===== config.mk =====
export PLATFORM = sky130hd
export DESIGN_NAME = alu_arbiter
export DESIGN_NICKNAME = d
export VERILOG_FILES = /design/src/rtl/alu_arbiter.sv
export SDC_FILE = /design/constraint.sdc
export NUM_CORES = 1
export LEC_CHECK = 0
export CAP_MARGIN = 20
export CORE_MARGIN = 2
export CORE_UTILIZATION = 39
export CTS_CLUSTER_SIZE = 30
export DETAILED_ROUTE_END_ITERATION = 8
export GPL_TIMING_DRIVEN = 0
export PLACE_DENSITY = 0.87
export SKIP_LAST_GASP = 1
export SLEW_MARGIN = 30
export SYNTH_ARGS = -nofsm -noshare
export SYNTH_HDL_FRONTEND = slang
export SYNTH_SLANG_ARGS = --single-unit

===== constraint.sdc =====
create_clock -name clk -period 2.39 [get_ports clk]
set_input_delay 0.239 -clock clk [delete_from_list [all_inputs] [get_ports clk]]
set_output_delay 0.239 -clock clk [all_outputs]
set_load 0.02 [all_outputs]

===== src/rtl/alu_arbiter.sv =====
// alu_arbiter: grants one requester at a time onto a shared 12-bit ALU and returns the tagged result.
// Build option ALU_ARB_RR_EN selects round-robin grants; otherwise the lowest index wins.
module alu_arbiter #(
   parameter int NUM_REQ = 4,
   parameter int DATA_W  = 12,
   parameter int ID_W    = 2
) (
   input  logic                      clk,
   input  logic                      rst,
   input  logic [NUM_REQ-1:0]        req_valid,
   output logic [NUM_REQ-1:0]        req_ready,
   input  logic [NUM_REQ*DATA_W-1:0] req_a,
   input  logic [NUM_REQ*DATA_W-1:0] req_b,
   input  logic [NUM_REQ*4-1:0]      req_func,
   output logic [DATA_W-1:0]         alu_a,
   output logic [DATA_W-1:0]         alu_b,
   output logic [3:0]                alu_func,
   input  logic [DATA_W-1:0]         alu_out,
   input  logic                      alu_of,
   input  logic                      alu_carry,
   output logic                      rsp_valid,
   input  logic                      rsp_ready,
   output logic [ID_W-1:0]           rsp_id,
   output logic [DATA_W-1:0]         rsp_data,
   output logic                      rsp_of,
   output logic                      rsp_carry,
   output logic                      rsp_err,
   output logic                      busy
);

   typedef enum logic [1:0] {
      ST_IDLE = 2'd0,
      ST_EXEC = 2'd1,
      ST_RESP = 2'd2
   } state_t;

   state_t              r_state;
   state_t              w_next_state;
   logic                w_any;
   logic [ID_W-1:0]     w_gnt_id;
   logic [NUM_REQ-1:0]  w_ready;
   logic [DATA_W-1:0]   r_alu_a;
   logic [DATA_W-1:0]   r_alu_b;
   logic [3:0]          r_alu_func;
   logic [ID_W-1:0]     r_id;
   logic                r_rsp_valid;
   logic [ID_W-1:0]     r_rsp_id;
   logic [DATA_W-1:0]   r_rsp_data;
   logic                r_rsp_of;
   logic                r_rsp_carry;
   logic                r_rsp_err;
`ifdef ALU_ARB_RR_EN
   logic [ID_W-1:0]     r_ptr;
   int                  w_idx;
`endif

   function automatic logic f_func_ok(input logic [3:0] func);
      case (func)
         4'b0001, 4'b0010, 4'b0100, 4'b0101,
         4'b0110, 4'b1000, 4'b1001: f_func_ok = 1'b1;
         default:                   f_func_ok = 1'b0;
      endcase
   endfunction

   // Grant selection: scan downward so the candidate nearest the search start wins
   always_comb begin
      w_any    = 1'b0;
      w_gnt_id = '0;
`ifdef ALU_ARB_RR_EN
      w_idx    = 0;
      for (int k = NUM_REQ - 1; k >= 0; k--) begin
         w_idx    = (int'(r_ptr) + k >= NUM_REQ) ? (int'(r_ptr) + k - NUM_REQ) : (int'(r_ptr) + k);
         w_gnt_id = req_valid[w_idx] ? ID_W'(w_idx) : w_gnt_id;
         w_any    = w_any | req_valid[w_idx];
      end
`else
      for (int k = NUM_REQ - 1; k >= 0; k--) begin
         w_gnt_id = req_valid[k] ? ID_W'(k) : w_gnt_id;
         w_any    = w_any | req_valid[k];
      end
`endif
   end

   // Next-state and combinational accept
   always_comb begin
      w_next_state = r_state;
      w_ready      = '0;
      case (r_state)
         ST_IDLE: begin
            if (w_any && !rst) begin
               w_next_state      = ST_EXEC;
               w_ready[w_gnt_id] = 1'b1;
            end else begin
               w_next_state = ST_IDLE;
            end
         end
         ST_EXEC: w_next_state = ST_RESP;
         ST_RESP: begin
            if (rsp_ready) begin
               w_next_state = ST_IDLE;
            end else begin
               w_next_state = ST_RESP;
            end
         end
         default: w_next_state = ST_IDLE;
      endcase
   end

   // State register
   always_ff @(posedge clk) begin
      if (rst) begin
         r_state <= ST_IDLE;
      end else begin
         r_state <= w_next_state;
      end
   end

   // Operand capture, result capture and response handshake
   always_ff @(posedge clk) begin
      if (rst) begin
         r_alu_a     <= '0;
         r_alu_b     <= '0;
         r_alu_func  <= 4'b0000;
         r_id        <= '0;
         r_rsp_valid <= 1'b0;
         r_rsp_id    <= '0;
         r_rsp_data  <= '0;
         r_rsp_of    <= 1'b0;
         r_rsp_carry <= 1'b0;
         r_rsp_err   <= 1'b0;
      end else begin
         case (r_state)
            ST_IDLE: begin
               if (w_any) begin
                  r_alu_a    <= req_a[int'(w_gnt_id) * DATA_W +: DATA_W];
                  r_alu_b    <= req_b[int'(w_gnt_id) * DATA_W +: DATA_W];
                  r_alu_func <= req_func[int'(w_gnt_id) * 4 +: 4];
                  r_id       <= w_gnt_id;
               end
            end
            ST_EXEC: begin
               r_rsp_valid <= 1'b1;
               r_rsp_id    <= r_id;
               // Unsupported codes leave the ALU output undriven; never let it through
               if (f_func_ok(r_alu_func)) begin
                  r_rsp_data  <= alu_out;
                  r_rsp_of    <= alu_of;
                  r_rsp_carry <= alu_carry;
                  r_rsp_err   <= 1'b0;
               end else begin
                  r_rsp_data  <= '0;
                  r_rsp_of    <= 1'b0;
                  r_rsp_carry <= 1'b0;
                  r_rsp_err   <= 1'b1;
               end
            end
            ST_RESP: begin
               if (rsp_ready) begin
                  r_rsp_valid <= 1'b0;
                  r_rsp_err   <= 1'b0;
               end
            end
            default: begin
               r_rsp_valid <= 1'b0;
            end
         endcase
      end
   end

`ifdef ALU_ARB_RR_EN
   // Round-robin pointer moves just past each granted requester
   always_ff @(posedge clk) begin
      if (rst) begin
         r_ptr <= '0;
      end else if (r_state == ST_IDLE && w_any) begin
         r_ptr <= (int'(w_gnt_id) == NUM_REQ - 1) ? '0 : w_gnt_id + ID_W'(1);
      end else begin
         r_ptr <= r_ptr;
      end
   end
`endif

   assign req_ready = w_ready;
   assign alu_a     = r_alu_a;
   assign alu_b     = r_alu_b;
   assign alu_func  = r_alu_func;
   assign rsp_valid = r_rsp_valid;
   assign rsp_id    = r_rsp_id;
   assign rsp_data  = r_rsp_data;
   assign rsp_of    = r_rsp_of;
   assign rsp_carry = r_rsp_carry;
   assign rsp_err   = r_rsp_err;
   assign busy      = (r_state != ST_IDLE);

endmodule


# [Word level (Yosys, flattened, before mapping)]
# Cells that the tools add are included.
[word_totals] ff_bits=50 latchBits=0 ram_bits=0 romBits=0 in_bits=133 output_inout_bits=51 wordCells=62 memories=0
[op_classes] n_addsub=0 n_mul=1 div_mod_pow=0 order_cmp=2 eq_ne=10 shifts=3 muxes=21 bitwise_logic=4 reduce_logical=10
[ops] op="$shiftx 48x32->12" count=1
[ops] op="$shiftx 48x7->12" count=1
[ops] op="$shiftx 16x5->4" count=1
[ops] op="$eq 4x3->1 const B" count=3
[ops] op="$mux 12" count=1
[ops] op="$mux 2" count=5
[ops] op="$mux 1" count=9
[ops] op="$eq 4x4->1 const B" count=2
[ops] op="$mux 4" count=2
[ops] op="$reduce_or 7->1" count=1
[ops] op="$pmux 2 s3" count=1
[ops] op="$reduce_and 2->1" count=3
[ops] op="$eq 4x1->1 const B" count=1
[ops] op="$eq 4x2->1 const B" count=1
[ops] op="$mul 2x2->4 const B" count=1
[ops] op="$reduce_bool 2->1" count=2
[ops] op="$lt 2x3->1 const B" count=1
[ops] op="$or 1x1->1" count=3
[ops] op="$pmux 1 s3" count=1
[ops] op="$demux 1 s2" count=1
[ops] op="$eq 2x1->1 const B" count=1
[ops] op="$eq 2x2->1 const B" count=1
[ops] op="$ge 2x1->1 const B" count=1
[ops] op="$logic_and 1x1->1" count=2
[ops] op="other kinds (5)" count=5

# [Longest topological paths before layout]
[logic_depth] depth_word=10 mapped_depth=6

# [Worst setup path before layout]
# OpenSTA, ideal clock, no wires.
[synth_path] kind="register to output" from="register r_state[0]" to="output req_ready[2]" arrival_ns=1.619 path_slack_ns=0.532 path_stages_with_launch=6 path_cell_list="dfxtp_1 > buf_2 > or3_1 > buf_2 > buf_2 > nor3_1"
[synth_via] elab_chain_len=2
[synth_lines] item="start, declared" line="37" text="state_t r_state;"
[synth_lines] item="start signal, assigned" line="114" text="r_state <= w_next_state;"
[synth_lines] item="$logic_not 2->1" line="88" text="case (r_state)"
[synth_lines] item="$mux 4" line="88"
[synth_lines] item="end, declared" line="11" text="output logic [NUM_REQ-1:0] req_ready,"
# No other way between the ends.

# [Worst setup path after layout]
[layout_path] from="input rst" to="output req_ready[1]"
[layout_via] elab_chain_len=4
[layout_lines] item="start, declared" line="9" text="input logic rst,"
[layout_lines] item="$logic_not 1->1" line="90" text="if (w_any && !rst) begin"
[layout_lines] item="$logic_and 1x1->1" line="90"
[layout_lines] item="$mux 4" line="90"
[layout_lines] item="$mux 4" line="88"
# No other way between the ends.

==> summary.md <==
| Metric | Value |
|---|---|
| Outcome | `finished, final reports clean` |
| Number of global-route vias before repair | `about 3300` |
| Pins over their slew limit | `0` |
| Rows | `30` |
| Peak supply drop | `roughly 0.00024 V` |
| Final Util | `0.708` |
| Die width | `slightly below 90 um` |
| Gate count of the mapped netlist | `around 300` |
| Yosys top cell by area | `dfxtp_1` |
| Power Internal | `around 1.8 mW` |
| Yosys warning count | `0` |
| Met3 wire len | `921 um` |
| Starting density of the core | `0.404` |
| Vias per cell | `5.76` |
| P&R area growth vs syn | `75.3%` |
| Crit-path cells | `clkdlybuf4s50_1, nor3_1, buf_2, and2_1, clkdlybuf4s50_1` |
| Mean Syn Cell Area | `roughly 9 sq um` |
| Clock sink count | `50` |
| Port-buffer cells | `roughly 180` |
| #FFs+latches synth | `50` |
| Top Metal Used | `met4` |
| GPL Wtd Cong | `about 0.87` |
| Metal1 wirelength | `4180 um` |
| Final period utilization | `0.956` |
| H-tree depth | `2` |
| Max clock buf depth | `2` |
| Register area share after synthesis | `0.363` |
| DR iter-0 viols | `between 150 and 200` |
| Leak pwr | `approximately 1.8 nW` |
| Cell Area, Synth | `roughly 2800 sq um` |
| WL per Instance | `18.1 um` |
| HP Class | `in2reg` |
| Min cycle time layout | `around 2.3 ns` |
| Final hold slack | `approximately 0.32 ns` |
| Root buffer cell | `clkbuf_8` |
| Syn_nets | `about 430` |
| Number of remaining DRC errors | `0` |
| Critical path fanouts, max | `10` |
| Antenna Cells | `0` |
| GRT Overall Usage | `0.256` |
| Net Sw Power | `about 0.77 mW` |
| Clock power frac | `0.255` |
| Total wire length | `approximately 11000 um` |
| Initial antenna violation count | `0` |
| Critical path class | `in2out` |
| CTS tree | `built` |
| Design Area, Final | `between 4000 and 5000 sq um` |
| IO Pins | `between 150 and 200` |
| Most frequent CP cell | `clkdlybuf4s50_1` |
| Hold_buf cts | `0` |
| Crit path arrival time | `about 2 ns` |
| Slew headroom | `0.487` |
| WL met2 | `between 5000 and 6000 um` |
| Final setup violation count | `0` |
| Top cells by count, synth | `dfxtp_1 (50), a32o_1 (32), nand2_1 (31)` |
| Share of the synthesized area in the top cell type | `0.363` |
| TritonRoute pass-1 iters | `4` |
| Worst path max stage delay | `approximately 0.59 ns` |
| Antenna viol nets, final | `0` |
| # Max-Cap Violations | `0` |
| Startpoint types | `input port` |
| Share of post-route cells with drive strength above 1 | `0.0835` |
| Placed wire-length estimate | `about 8100 um` |
| Die Footprint | `approximately 7800 sq um` |
| Switching fraction of total power | `0.305` |
| Top area cells in the synthesized netlist | `dfxtp_1 (36%), a32o_1 (12%), nand3b_1 (7.6%), a211o_1 (5.7%), a211oi_1 (4.9%)` |
| Fmax | `around 0.44 GHz` |
| Crit. End Element | `output port` |
| Pwr/cell area | `around 520 nW/um^2` |
| Num CTS Buffers | `5` |
| Die height | `88.1 um` |
| Core area | `6830 sq um` |
| WP data required | `2.15 ns` |
| Synth unique cells | `39` |
| Worst skew pair latency | `about 0.31 ns` |
| RSZ-0062 raised after global routing | `false` |
| Critical path's slowest cell | `clkdlybuf4s50_1` |
| DR vias | `approximately 3400` |
| Overflow after GRT | `0` |
| Largest net degree at the start of global routing | `17` |
| First-pass GRT wire length | `15700 um` |
| Slew @ Worst Pin | `~0.77 ns` |
| Post-layout net count | `between 600 and 700` |
| Placed cell areas | `4690 sq um` |
| Worst-path clk slew | `roughly 0.080 ns` |
| Ys flop type | `dfxtp_1` |
| Top-count cell post-synth | `dfxtp_1` |
| Comb power frac | `0.359` |
| FFs w/ async S/R, synth | `0` |
| Clock Skew | `~0.015 ns` |
| Seq pwr share | `0.386` |
| EDFF count, synth | `0` |
| Hold Fails Final Rpt | `0` |
## through the flow
| stage | worst slack [ns] | power [mW] | instances | TNS (ns) |
|---|---|---|---|---|
| finish | 0.105 | 2.52 | 587 | 0 |
| global route | 0.0153 | 2.63 | 587 | 0 |
| CTS | 0.0288 | 2.53 | 587 | 0 |
| detailed placement | -0.371 | 1.89 | 578 | -0.848 |
| global placement | -0.374 | 1.87 | 578 | -0.796 |
| floorplan | 0.532 | 1.40 | 301 | 0 |
## path summary, 6_finish.rpt
kind / from / end / slack [ns] / cells after the start
hold reg to reg: r_id[1] / rsp_id[1] / 0.46 / 2
setup / recovery: rst / req_ready[1] / 0.11 / 5
setup reg to reg: r_state[0] / alu_func[3] / 0.52 / 5
hold / removal: req_valid[1] / r_state[0] / 0.32 / 3
## worst max-delay path, delay by kind of cell
family / cells / cell delay (ns)
and+or+nand+nor: 2 / 0.38
buffers and inverters: 3 / 1.42
## state kept, by name (all words and copies together) (netlist names)
name / flops
rsp_data: 12
alu_b: 12
rsp_id: 2
alu_a: 12
rsp_valid: 1
r_id: 2
rsp_of: 1
r_state: 2
rsp_carry: 1
alu_func: 4
rsp_err: 1
## layout make-up
type / count / area (sq um)
clock inverter: 2 / 38.8
buffer: 32 / 154
timing repair buffer: 182 / 1820
multi-input combinational: 214 / 1600
fill: 574 / 2000
clock buffer: 6 / 82.6
inverter: 5 / 18.8
tap: 96 / 120
sequential: 50 / 1000
## cell families (layout without fill, tap and decap cells)
family	count (synthesis)	count (layout)	synth area share
AOI/OAI and AO/OA	122	122	0.373
and+or+nand+nor	92	92	0.202
DFF	50	50	0.363
buffers and inverters	37	227	0.0612
## what timing repair did
| item | in CTS | in global routing |
|---|---|---|
| gates cloned | 0 | 0 |
| pin swaps | 0 | 0 |
| endpoints found under the setup margin | 4 | 3 |
| buffers inserted | 1 | 0 |
| resized for setup | 5 | 6 |
## metal layers
layer | global-route usage | vias to the layer above
li1 | - | 1569
met1 | 0.306 | 1632
met2 | 0.455 | 159
met3 | 0.0575 | 22
met4 | 0.0854 | 0
met5 | 0 | -
## power groups by stage
stage          sequential, mW  clock (mW)  combinational (mW)
2_1_floorplan            1.09           0               0.313
6_report                0.972       0.643               0.906
5_1_grt                 0.982       0.683               0.964
3_3_place_gp            0.987           0               0.880
3_5_place_dp            0.991           0               0.899
4_1_cts                 0.973       0.651               0.905
## cell usage in the layout, fill, tap and decap left out, types with 3 or more instances in the layout
cell type and instances:
nor2b_1 12, nand2_1 31, a211oi_1 18, a32o_1 32, a22oi_1 9, o21ai_0 4
clkbuf_8 6, dfxtp_1 50, a211o_1 18, clkbuf_1 18, and2_1 3, buf_2 9
a21oi_1 15, nand3b_1 28, clkdlybuf4s50_1 178, a311oi_1 10, nor3_1 4, inv_1 4
a31o_2 9, buf_4 3
Power figures use the tool's default switching activity.
